==> src/rtl/i2s_master_rx_if.sv <==
// Frame bus between the I2S receiver and the downstream streaming logic.
// Carries the serial inputs, the generated clocks and the captured stereo words.
interface i2s_master_rx_if #(
  parameter int WIDTH = 24
);
  logic             din0;
  logic             din1;
  logic             i2s_bclk;
  logic             i2s_wclk;
  logic [WIDTH-1:0] data0L;
  logic [WIDTH-1:0] data0R;
  logic [WIDTH-1:0] data1L;
  logic [WIDTH-1:0] data1R;
  logic             sample_valid;
  logic [7:0]       frame_id;

  modport master (
    input  din0, din1,
    output i2s_bclk, i2s_wclk, data0L, data0R, data1L, data1R, sample_valid, frame_id
  );

  modport slave (
    output din0, din1,
    input  i2s_bclk, i2s_wclk, data0L, data0R, data1L, data1R, sample_valid, frame_id
  );
endinterface

==> src/rtl/i2s_master_rx.sv <==
// I2S master receiver: generates bclk/wclk from adc_clk and deserialises two
// stereo lines, presenting one coherent L/R frame per word-clock period.
module i2s_master_rx #(
  parameter int WIDTH     = 24,
  parameter int SLOT_BITS = 32,
  parameter int BCLK_DIV  = 4
) (
  input  logic            adc_clk,
  input  logic            rst_n,
  i2s_master_rx_if.master bus
);
  localparam int DW = $clog2(BCLK_DIV);
  localparam int BW = $clog2(2*SLOT_BITS);
  localparam logic [DW-1:0] DIV_ONE  = DW'(1);
  localparam logic [DW-1:0] DIV_LAST = DW'(BCLK_DIV-1);
  localparam logic [DW-1:0] DIV_HALF = DW'(BCLK_DIV/2);
  localparam logic [DW-1:0] DIV_RISE = DW'(BCLK_DIV/2-1);
  localparam logic [BW-1:0] BIT_ONE  = BW'(1);
  localparam logic [BW-1:0] BIT_LAST = BW'(2*SLOT_BITS-1);
  localparam logic [BW-1:0] SLOT     = BW'(SLOT_BITS);
  localparam logic [BW-1:0] WID      = BW'(WIDTH);

  logic [DW-1:0] div_cnt_q, div_cnt_d;
  logic [BW-1:0] bit_cnt_q, bit_cnt_d;
  logic          bclk_q, bclk_d, wclk_q, wclk_d;
  logic [1:0][1:0][WIDTH-1:0] sh_q, sh_d;     // [line][0=left,1=right]
  logic [1:0][WIDTH-1:0]      stage_q, stage_d;
  logic [1:0][WIDTH-1:0]      dl_q, dr_q, nxt;
  logic          pend_q, pend_d, valid_q;
  logic [7:0]    fid_q;
  logic [BW-1:0] slot_bit;
  logic [1:0]    din;
  logic          rise, right, take, last;

  assign din = {bus.din1, bus.din0};

  always_comb begin
    div_cnt_d = (div_cnt_q == DIV_LAST) ? '0 : div_cnt_q + DIV_ONE;
    bit_cnt_d = bit_cnt_q;
    if (div_cnt_q == DIV_LAST)
      bit_cnt_d = (bit_cnt_q == BIT_LAST) ? '0 : bit_cnt_q + BIT_ONE;
    bclk_d = (div_cnt_d >= DIV_HALF);
    wclk_d = (bit_cnt_d >= SLOT);

    // Sample on the edge that raises bclk; slot bit 0 is the I2S delay bit.
    rise     = (div_cnt_q == DIV_RISE);
    right    = (bit_cnt_q >= SLOT);
    slot_bit = right ? bit_cnt_q - SLOT : bit_cnt_q;
    take     = rise && (slot_bit >= BIT_ONE) && (slot_bit <= WID);
    last     = rise && (slot_bit == WID);

    sh_d    = sh_q;
    stage_d = stage_q;
    nxt     = '0;
    for (int l = 0; l < 2; l++) begin
      nxt[l] = {sh_q[l][right][WIDTH-2:0], din[l]};
      if (take) sh_d[l][right] = nxt[l];
      if (last && !right) stage_d[l] = nxt[l];
    end
    pend_d = last && right;
  end

  always_ff @(posedge adc_clk or negedge rst_n) begin
    if (!rst_n) begin
      div_cnt_q <= '0;
      bit_cnt_q <= '0;
      bclk_q    <= 1'b0;
      wclk_q    <= 1'b0;
      sh_q      <= '0;
      stage_q   <= '0;
      pend_q    <= 1'b0;
      valid_q   <= 1'b0;
      fid_q     <= '0;
      dl_q      <= '0;
      dr_q      <= '0;
    end else begin
      div_cnt_q <= div_cnt_d;
      bit_cnt_q <= bit_cnt_d;
      bclk_q    <= bclk_d;
      wclk_q    <= wclk_d;
      sh_q      <= sh_d;
      stage_q   <= stage_d;
      pend_q    <= pend_d;
      valid_q   <= pend_q;
      // Left comes from staging so L and R always belong to the same frame.
      if (pend_q) begin
        for (int l = 0; l < 2; l++) begin
          dl_q[l] <= stage_q[l];
          dr_q[l] <= sh_q[l][1];
        end
        fid_q <= fid_q + 8'd1;
      end
    end
  end

  assign bus.i2s_bclk     = bclk_q;
  assign bus.i2s_wclk     = wclk_q;
  assign bus.data0L       = dl_q[0];
  assign bus.data1L       = dl_q[1];
  assign bus.data0R       = dr_q[0];
  assign bus.data1R       = dr_q[1];
  assign bus.sample_valid = valid_q;
  assign bus.frame_id     = fid_q;
endmodule

==> src/flat_wrapper.sv <==
// flat-port wrapper written by rule: the top's interface ports become plain ports
module i2s_master_rx_flat 
#(
  parameter int WIDTH     = 24,
  parameter int SLOT_BITS = 32,
  parameter int BCLK_DIV  = 4
)
  (adc_clk, rst_n, bus_din0, bus_din1, bus_i2s_bclk, bus_i2s_wclk, bus_data0L, bus_data0R, bus_data1L, bus_data1R, bus_sample_valid, bus_frame_id);
  i2s_master_rx_if #(.WIDTH(WIDTH)) bus_i ();
  input  logic adc_clk;
  input  logic rst_n;
  input wire logic [$bits(bus_i.din0)-1:0] bus_din0;
  input wire logic [$bits(bus_i.din1)-1:0] bus_din1;
  output wire logic [$bits(bus_i.i2s_bclk)-1:0] bus_i2s_bclk;
  output wire logic [$bits(bus_i.i2s_wclk)-1:0] bus_i2s_wclk;
  output wire logic [$bits(bus_i.data0L)-1:0] bus_data0L;
  output wire logic [$bits(bus_i.data0R)-1:0] bus_data0R;
  output wire logic [$bits(bus_i.data1L)-1:0] bus_data1L;
  output wire logic [$bits(bus_i.data1R)-1:0] bus_data1R;
  output wire logic [$bits(bus_i.sample_valid)-1:0] bus_sample_valid;
  output wire logic [$bits(bus_i.frame_id)-1:0] bus_frame_id;
  assign bus_i.din0 = bus_din0;
  assign bus_i.din1 = bus_din1;
  assign bus_i2s_bclk = bus_i.i2s_bclk;
  assign bus_i2s_wclk = bus_i.i2s_wclk;
  assign bus_data0L = bus_i.data0L;
  assign bus_data0R = bus_i.data0R;
  assign bus_data1L = bus_i.data1L;
  assign bus_data1R = bus_i.data1R;
  assign bus_sample_valid = bus_i.sample_valid;
  assign bus_frame_id = bus_i.frame_id;
  i2s_master_rx #(.WIDTH(WIDTH), .SLOT_BITS(SLOT_BITS), .BCLK_DIV(BCLK_DIV)) u_core (.adc_clk(adc_clk), .rst_n(rst_n), .bus(bus_i));
endmodule
==> config.mk <==
export PLATFORM = sky130hd
export DESIGN_NAME = i2s_master_rx_flat
export DESIGN_NICKNAME = d
export VERILOG_FILES = /design/src/rtl/i2s_master_rx_if.sv /design/src/rtl/i2s_master_rx.sv /design/src/flat_wrapper.sv
export SDC_FILE = /design/constraint.sdc
export NUM_CORES = 1
export LEC_CHECK = 0
export CORE_MARGIN = 5
export CORE_UTILIZATION = 55
export DETAILED_ROUTE_END_ITERATION = 6
export DONT_BUFFER_PORTS = 1
export PLACE_DENSITY = 0.68
export SLEW_MARGIN = 20
export SYNTH_ARGS = -nofsm -noshare
export SYNTH_HDL_FRONTEND = slang
export SYNTH_SLANG_ARGS = --single-unit
==> constraint.sdc <==
create_clock -name adc_clk -period 5.8 [get_ports adc_clk]
set_clock_uncertainty 0.2 [all_clocks]
set_input_delay 0.87 -clock adc_clk [delete_from_list [all_inputs] [get_ports adc_clk]]
set_output_delay 0.87 -clock adc_clk [all_outputs]
set_load 0.005 [all_outputs]
==> results of run 1 <==
==> registers in the layout, indices dropped and copies added (netlist names) <==
signal                   cells
u_core.sh_q                 94
u_core.stage_q              48
u_core.bus.data0L           24
u_core.bus.data0R           24
u_core.bus.data1L           24
u_core.bus.data1R           24
u_core.bus.frame_id          8
u_core.bit_cnt_q             6
u_core.bus.i2s_bclk          1
u_core.bus.i2s_wclk          1
u_core.bus.sample_valid      1
u_core.div_cnt_q             1
u_core.pend_q                1
==> cell usage in the layout, fill, tap and decap left out, drive strengths merged <==
| master | synthesis | final |
|---|---|---|
| dfrtp | 257 | 257 |
| mux2 | 239 | 239 |
| clkbuf | 11 | 39 |
| nand2 | 8 | 8 |
| ha | 7 | 7 |
| xnor2 | 6 | 6 |
| inv | 4 | 5 |
| nand4 | 4 | 4 |
| o21ai | 4 | 4 |
| clkinv | 0 | 4 |
| bufinv | 0 | 4 |
| buf | 14 | 4 |
| nor3 | 4 | 4 |
| nand3 | 3 | 3 |
| nor2 | 3 | 3 |
| nand2b | 3 | 3 |
| xor2 | 3 | 3 |
| and3 | 2 | 2 |
| o31ai | 2 | 2 |
| nor2b | 2 | 2 |
| o211ai | 1 | 1 |
| nor4 | 1 | 1 |
==> report_power, final <==
group / switching (mW) / total (mW) / leakage [nW] / internal [mW]
clock network: 0.650 / 1.75 / 0.454 / 1.10
registers: 0.00599 / 1.81 / 3.53 / 1.80
logic: 0.00188 / 0.00767 / 1.46 / 0.00579
==> layer usage <==
layer,routed length [microns],global-route usage [%]
met5,0,0
met4,265,3.87
met3,1190,5.02
met2,7730,26.0
met1,6550,20.4
==> worst max-delay path, cell delays in order, from the launching register on <==
cell and delay [ns]:
dfrtp_1 0.41, inv_1 0.13, ha_1 0.16, nand2b_1 0.12, nor2b_4 0.18, nor3_4 0.63, buf_4 0.48, mux2_2 0.38
==> cells by family (layout without fill, tap and decap cells) <==
logic type,after synthesis,in the layout,synth area share [%]
flip-flops,257,257,65.8
AO/OA/AOI/OAI,7,7,0.435
adder cells (fa/ha/maj),7,7,0.896
XOR/XNOR,9,9,0.807
buffers and inverters,29,56,1.82
multiplexers,239,239,28.3
AND/OR/NAND/NOR,30,30,1.91
==> cell type report <==
type	count	area [sq um]
Fill cell	1308	6500
Sequential cell	257	6430
Clock inverter	9	149
Tap cell	225	282
Clock buffer	39	771
Multi-Input combinational cell	292	3170
Timing Repair Buffer	4	30.0
Inverter	4	15.0
==> through the flow <==
step	total power [mW]	utilization, %	hold slack [ns]	cell area, sq um	setup WS [ns]
finish	3.56	62.5	-0.130	10900	2.96
CTS	3.61	62.5	-0.160	10900	2.91
global route	3.69	62.5	-0.165	10900	2.76
global placement	1.85	57.2	0.247	9940	3.01
detailed placement	1.85	57.2	0.254	9940	2.93
floorplan	1.84	-	0.189	9770	3.74
==> worst max-delay path by stage <==
stage,startpoint,to
after floorplan,u_core.bit_cnt_q[0]$_DFF_PN0_,u_core.sh_q[10]$_DFFE_PN0P_
after global placement,u_core.bit_cnt_q[0]$_DFF_PN0_,u_core.stage_q[22]$_DFFE_PN0P_
after detailed placement,u_core.bit_cnt_q[0]$_DFF_PN0_,u_core.sh_q[66]$_DFFE_PN0P_
after CTS,u_core.bit_cnt_q[0]$_DFF_PN0_,u_core.sh_q[56]$_DFFE_PN0P_
after global routing,u_core.bit_cnt_q[0]$_DFF_PN0_,u_core.sh_q[55]$_DFFE_PN0P_
final,u_core.bit_cnt_q[0]$_DFF_PN0_,u_core.sh_q[56]$_DFFE_PN0P_
==> results_dict.tcl, run 1 <==
set metrics [dict create \
    ff2ff_path_depth 7 \
    wl_per_cell_microns 19.0 \
    powerDensity_mw_per_mm2 328 \
    netlist-cell-type-count 27 \
    grt_util_all_layers_pct 15.7 \
    r2r-start "u_core.bit_cnt_q[0]$_DFF_PN0_" \
    port_buffers 0 \
    yosys.area.top_type "dfrtp_1" \
    io_pins 111 \
    required_ns 5.98 \
    tightest_slew_ns 0.910 \
    first_pass_iters 4 \
    die_w_microns 143 \
    finalWirelength_microns 15700 \
    clk_pin_slew_ns 0.06 \
    antenna_found_initial 0 \
    cts_buffers 26 \
    final_nets 596 \
    syn_area_sq_mm 0.00977 \
    end_kind "register" \
    whs_ns -0.130 \
    finalSetupViolations 0 \
    finalCritPeriodShare_pct 48.9 \
    synth_seq_cells 257 \
    ys_seq_area_share_pct 65.8 \
    dr_total_vias 4579 \
    peakVddDrop_mv 0.259 \
    area_growth_pct 11.1 \
    synthArstFlopShare_pct 100 \
    first_global_vias 5110 \
    root_buffer "clkbuf_16" \
    r2r_slack_ns 2.96 \
    yosys.area.top_type_share_pct 65.8 \
    hold_viol 257 \
    min_path_type "primary input to asynchronous set/reset pin" \
    grt_pass1_wl_microns 26700 \
    clock_latency_ns 0.51 \
    drtIter0Drc 240 \
    syn_inst 578 \
    drive_above_1_share_pct 46.8 \
    grt_max_degree 258 \
    status "finished, violations left" \
    yosysMostFrequentCell "dfrtp_1" \
    r2r-end "u_core.sh_q[56]$_DFFE_PN0P_" \
    vias_per_cell 5.52 \
    cts.sinks 257 \
    dieArea_sq_mm 0.0205 \
    synth_common_cells "dfrtp_1 (257), mux2_2 (212), mux2_4 (20)" \
    critical_path_arrival_ns 3.02 \
    cts_tree "yes" \
    htree_levels 1 \
    gp_congestion 0.721 \
    failed_checks "negative hold slack" \
    antenna_left 0 \
    grt.overflow.total 0 \
    postCtsSetupRepairBufs 0 \
    fin_crit_ns 2.84 \
    start_kind "register" \
    final_max_slew_viol_count 0 \
    max_freq_ghz 0.352 \
    p_leak_nw 5.44 \
    syn-num-nets 589 \
    fp-row-count 48 \
    clockBufferDepth 3 \
    crit_fanout 30 \
    synth_area_leaders "dfrtp_1 (66%), mux2_2 (24%), mux2_4 (3.1%), ha_1 (0.90%), buf_6 (0.81%)" \
    num_antenna_cells 0 \
    rsz0062_at_grt "no" \
    avgSynthCellArea_sq_um 16.9 \
    relSlewSlack_pct 39.3 \
    finalNonFillerCells 830 \
    hpwl_microns 9620 \
    ys_warn_count 0 \
    initial_core_util_pct 56.3 \
    place_inst 782 \
    die_h_microns 143 \
    cts_resized 0 \
    core_area_sq_mm 0.0174 \
    drc_errors 0 \
    fin_tns_setup_ns 0 \
    synth_flop_cell "dfrtp_1" \
    drv_cap 0 \
    synth-edff-count 0 \
    worst-setup-path-type "register to register" \
]
(Power assumes the default switching activity.)
==> run 2, diff against run 1 <==
==> constraint.sdc (replaced) <==
create_clock -name adc_clk -period 2.8 [get_ports adc_clk]
set_clock_uncertainty 0.2 [all_clocks]
set_input_delay 0.42 -clock adc_clk [delete_from_list [all_inputs] [get_ports adc_clk]]
set_output_delay 0.42 -clock adc_clk [all_outputs]
set_load 0.005 [all_outputs]
==> run 2 against run 1 <==
  * The flow still finishes with violations (negative hold slack)
  * Utilization down 0.087 points
  * Power up 97%
  * Largest power group unchanged
  * Via count down 1.0%
  * Highest routed layer unchanged
  * First-iteration DRC count down 34%
  * Sequential share of layout area up 0.082 points
==> results_dict.tcl, run 2 (synthesis gave the netlist of run 1 again) <==
set metrics [dict create \
    status "finished, violations left" \
    failed_checks "negative hold slack" \
    rsz0062_at_grt "no" \
    final_nets 601 \
    required_ns 2.99 \
    grt_util_all_layers_pct 15.4 \
    initial_core_util_pct 56.3 \
    max_freq_ghz 0.447 \
    cts.sinks 257 \
    finalWirelength_microns 15500 \
    tightest_slew_ns 0.690 \
    cts_tree "yes" \
    antenna_found_initial 0 \
    fillers 1301 \
    clock_latency_ns 0.52 \
    drv_cap 0 \
    wl_per_cell_microns 18.5 \
    hold_viol 257 \
    fin_crit_ns 2.24 \
    vias_per_cell 5.43 \
    finalSetupViolations 0 \
    placed_area_sq_mm 0.0100 \
    finalCritPeriodShare_pct 79.9 \
    register_area_sq_mm 0.00643 \
    cts_resized 0 \
    place_inst 785 \
    antenna_left 0 \
    io_pins 111 \
    stdcell_area_sq_mm 0.0108 \
    num_antenna_cells 0 \
    postCtsSetupRepairBufs 0 \
    largest_reg_flops 94 \
    first_global_vias 4881 \
    final_max_slew_viol_count 0 \
    hpwl_microns 9510 \
    drtIter0Drc 158 \
    core_area_sq_mm 0.0174 \
    powerDensity_mw_per_mm2 648 \
    die_h_microns 143 \
    whs_ns -0.593 \
    grt.overflow.total 0 \
    min_path_type "primary input to asynchronous set/reset pin" \
    relSlewSlack_pct 54.0 \
    grt_pass1_wl_microns 26000 \
    area_growth_pct 10.9 \
    peakVddDrop_mv 0.498 \
    end_kind "register" \
    multiInputGateArea_sq_mm 0.00317 \
    reg_top3 "u_core.sh_q (94), u_core.stage_q (48)" \
    port_buffers 0 \
    grt_max_degree 258 \
    cts_buffers 26 \
    first_pass_iters 4 \
    top_register "u_core.sh_q" \
    fp-row-count 48 \
    root_buffer "clkbuf_16" \
    gp_congestion 0.752 \
    clk_pin_slew_ns 0.06 \
    r2r_slack_ns 0.56 \
    cts_hold_buffers 2 \
    dieArea_sq_mm 0.0205 \
    drc_errors 0 \
    finalNonFillerCells 835 \
    die_w_microns 143 \
    critical_path_arrival_ns 2.43 \
    final_cell_mix "dfrtp_1 (256), mux2_2 (212), clkbuf_16 (27)" \
    final_common_cell "dfrtp_1" \
    crit_fanout 34 \
    drive_above_1_share_pct 46.4 \
    fin_tns_setup_ns 0 \
    htree_levels 1 \
    worst-setup-path-type "register to register" \
    start_kind "register" \
    clockBufferDepth 3 \
    p_leak_nw 5.43 \
    dr_total_vias 4533 \
]
run 2: stage by stage:
stage                     hold slack, ns  utilization, %  setup WS, ns  power [mW]
after floorplan                  -0.0756               -         0.740        3.82
after global placement           -0.0653            57.6         0.642        3.82
after detailed placement         -0.0683            57.6         0.558        3.83
after CTS                         -0.628            62.5         0.532        7.13
after global routing              -0.623            62.5         0.438        7.32
final                             -0.593            62.5         0.562        7.03
run 2: area by class of cell:
class	count	share of cell area, %
flip-flops and latches	257	59.4
multi-input cells	292	29.3
clock buffers	43	7.34
well taps	225	2.60
repair buffers	9	1.02
clock inverters	5	0.265
inverters	4	0.139
run 2: critical path, stage by stage (launching register included):
cell and delay, ns:
dfrtp_1 0.42, inv_1 0.14, ha_1 0.17, nand2b_1 0.12
nor3_4 0.20, buf_4 0.44, mux2_2 0.39
run 2: final timing paths:
| kind | startpoint | end | cells past startpoint |
|---|---|---|---|
| max | u_core.bit_cnt_q[0]$_DFF_PN0_ | u_core.stage_q[17]$_DFFE_PN0P_ | 6 |
| min | rst_n | u_core.bus.data0L[12]$_DFFE_PN0P_ | 0 |
| max reg2reg | u_core.bit_cnt_q[0]$_DFF_PN0_ | u_core.stage_q[17]$_DFFE_PN0P_ | 6 |
| min reg2reg | u_core.div_cnt_q[0]$_DFF_PN0_ | u_core.div_cnt_q[0]$_DFF_PN0_ | 1 |
| max in group asynchronous | rst_n | u_core.bus.data1L[9]$_DFFE_PN0P_ | 0 |
| min in group adc_clk | u_core.div_cnt_q[0]$_DFF_PN0_ | u_core.div_cnt_q[0]$_DFF_PN0_ | 1 |
run 2: power by group:
group | switching (mW) | leakage (nW) | internal, mW | total (mW)
Clock | 1.33 | 0.408 | 1.93 | 3.26
Combinational | 0.00516 | 1.49 | 0.0139 | 0.0190
Sequential | 0.0113 | 3.53 | 3.73 | 3.74
Total | 1.35 | 5.43 | 5.68 | 7.03
run 2: routing by layer:
| layer | global-route usage, % | vias up | part of all wire [%] |
|---|---|---|---|
| met4 | 4.06 | 0 | 1.9 |
| li1 | - | 2073 | - |
| met1 | 21.0 | 2333 | 43 |
| met3 | 4.76 | 28 | 7.6 |
| met5 | 0 | - | 0 |
| met2 | 24.4 | 99 | 48 |
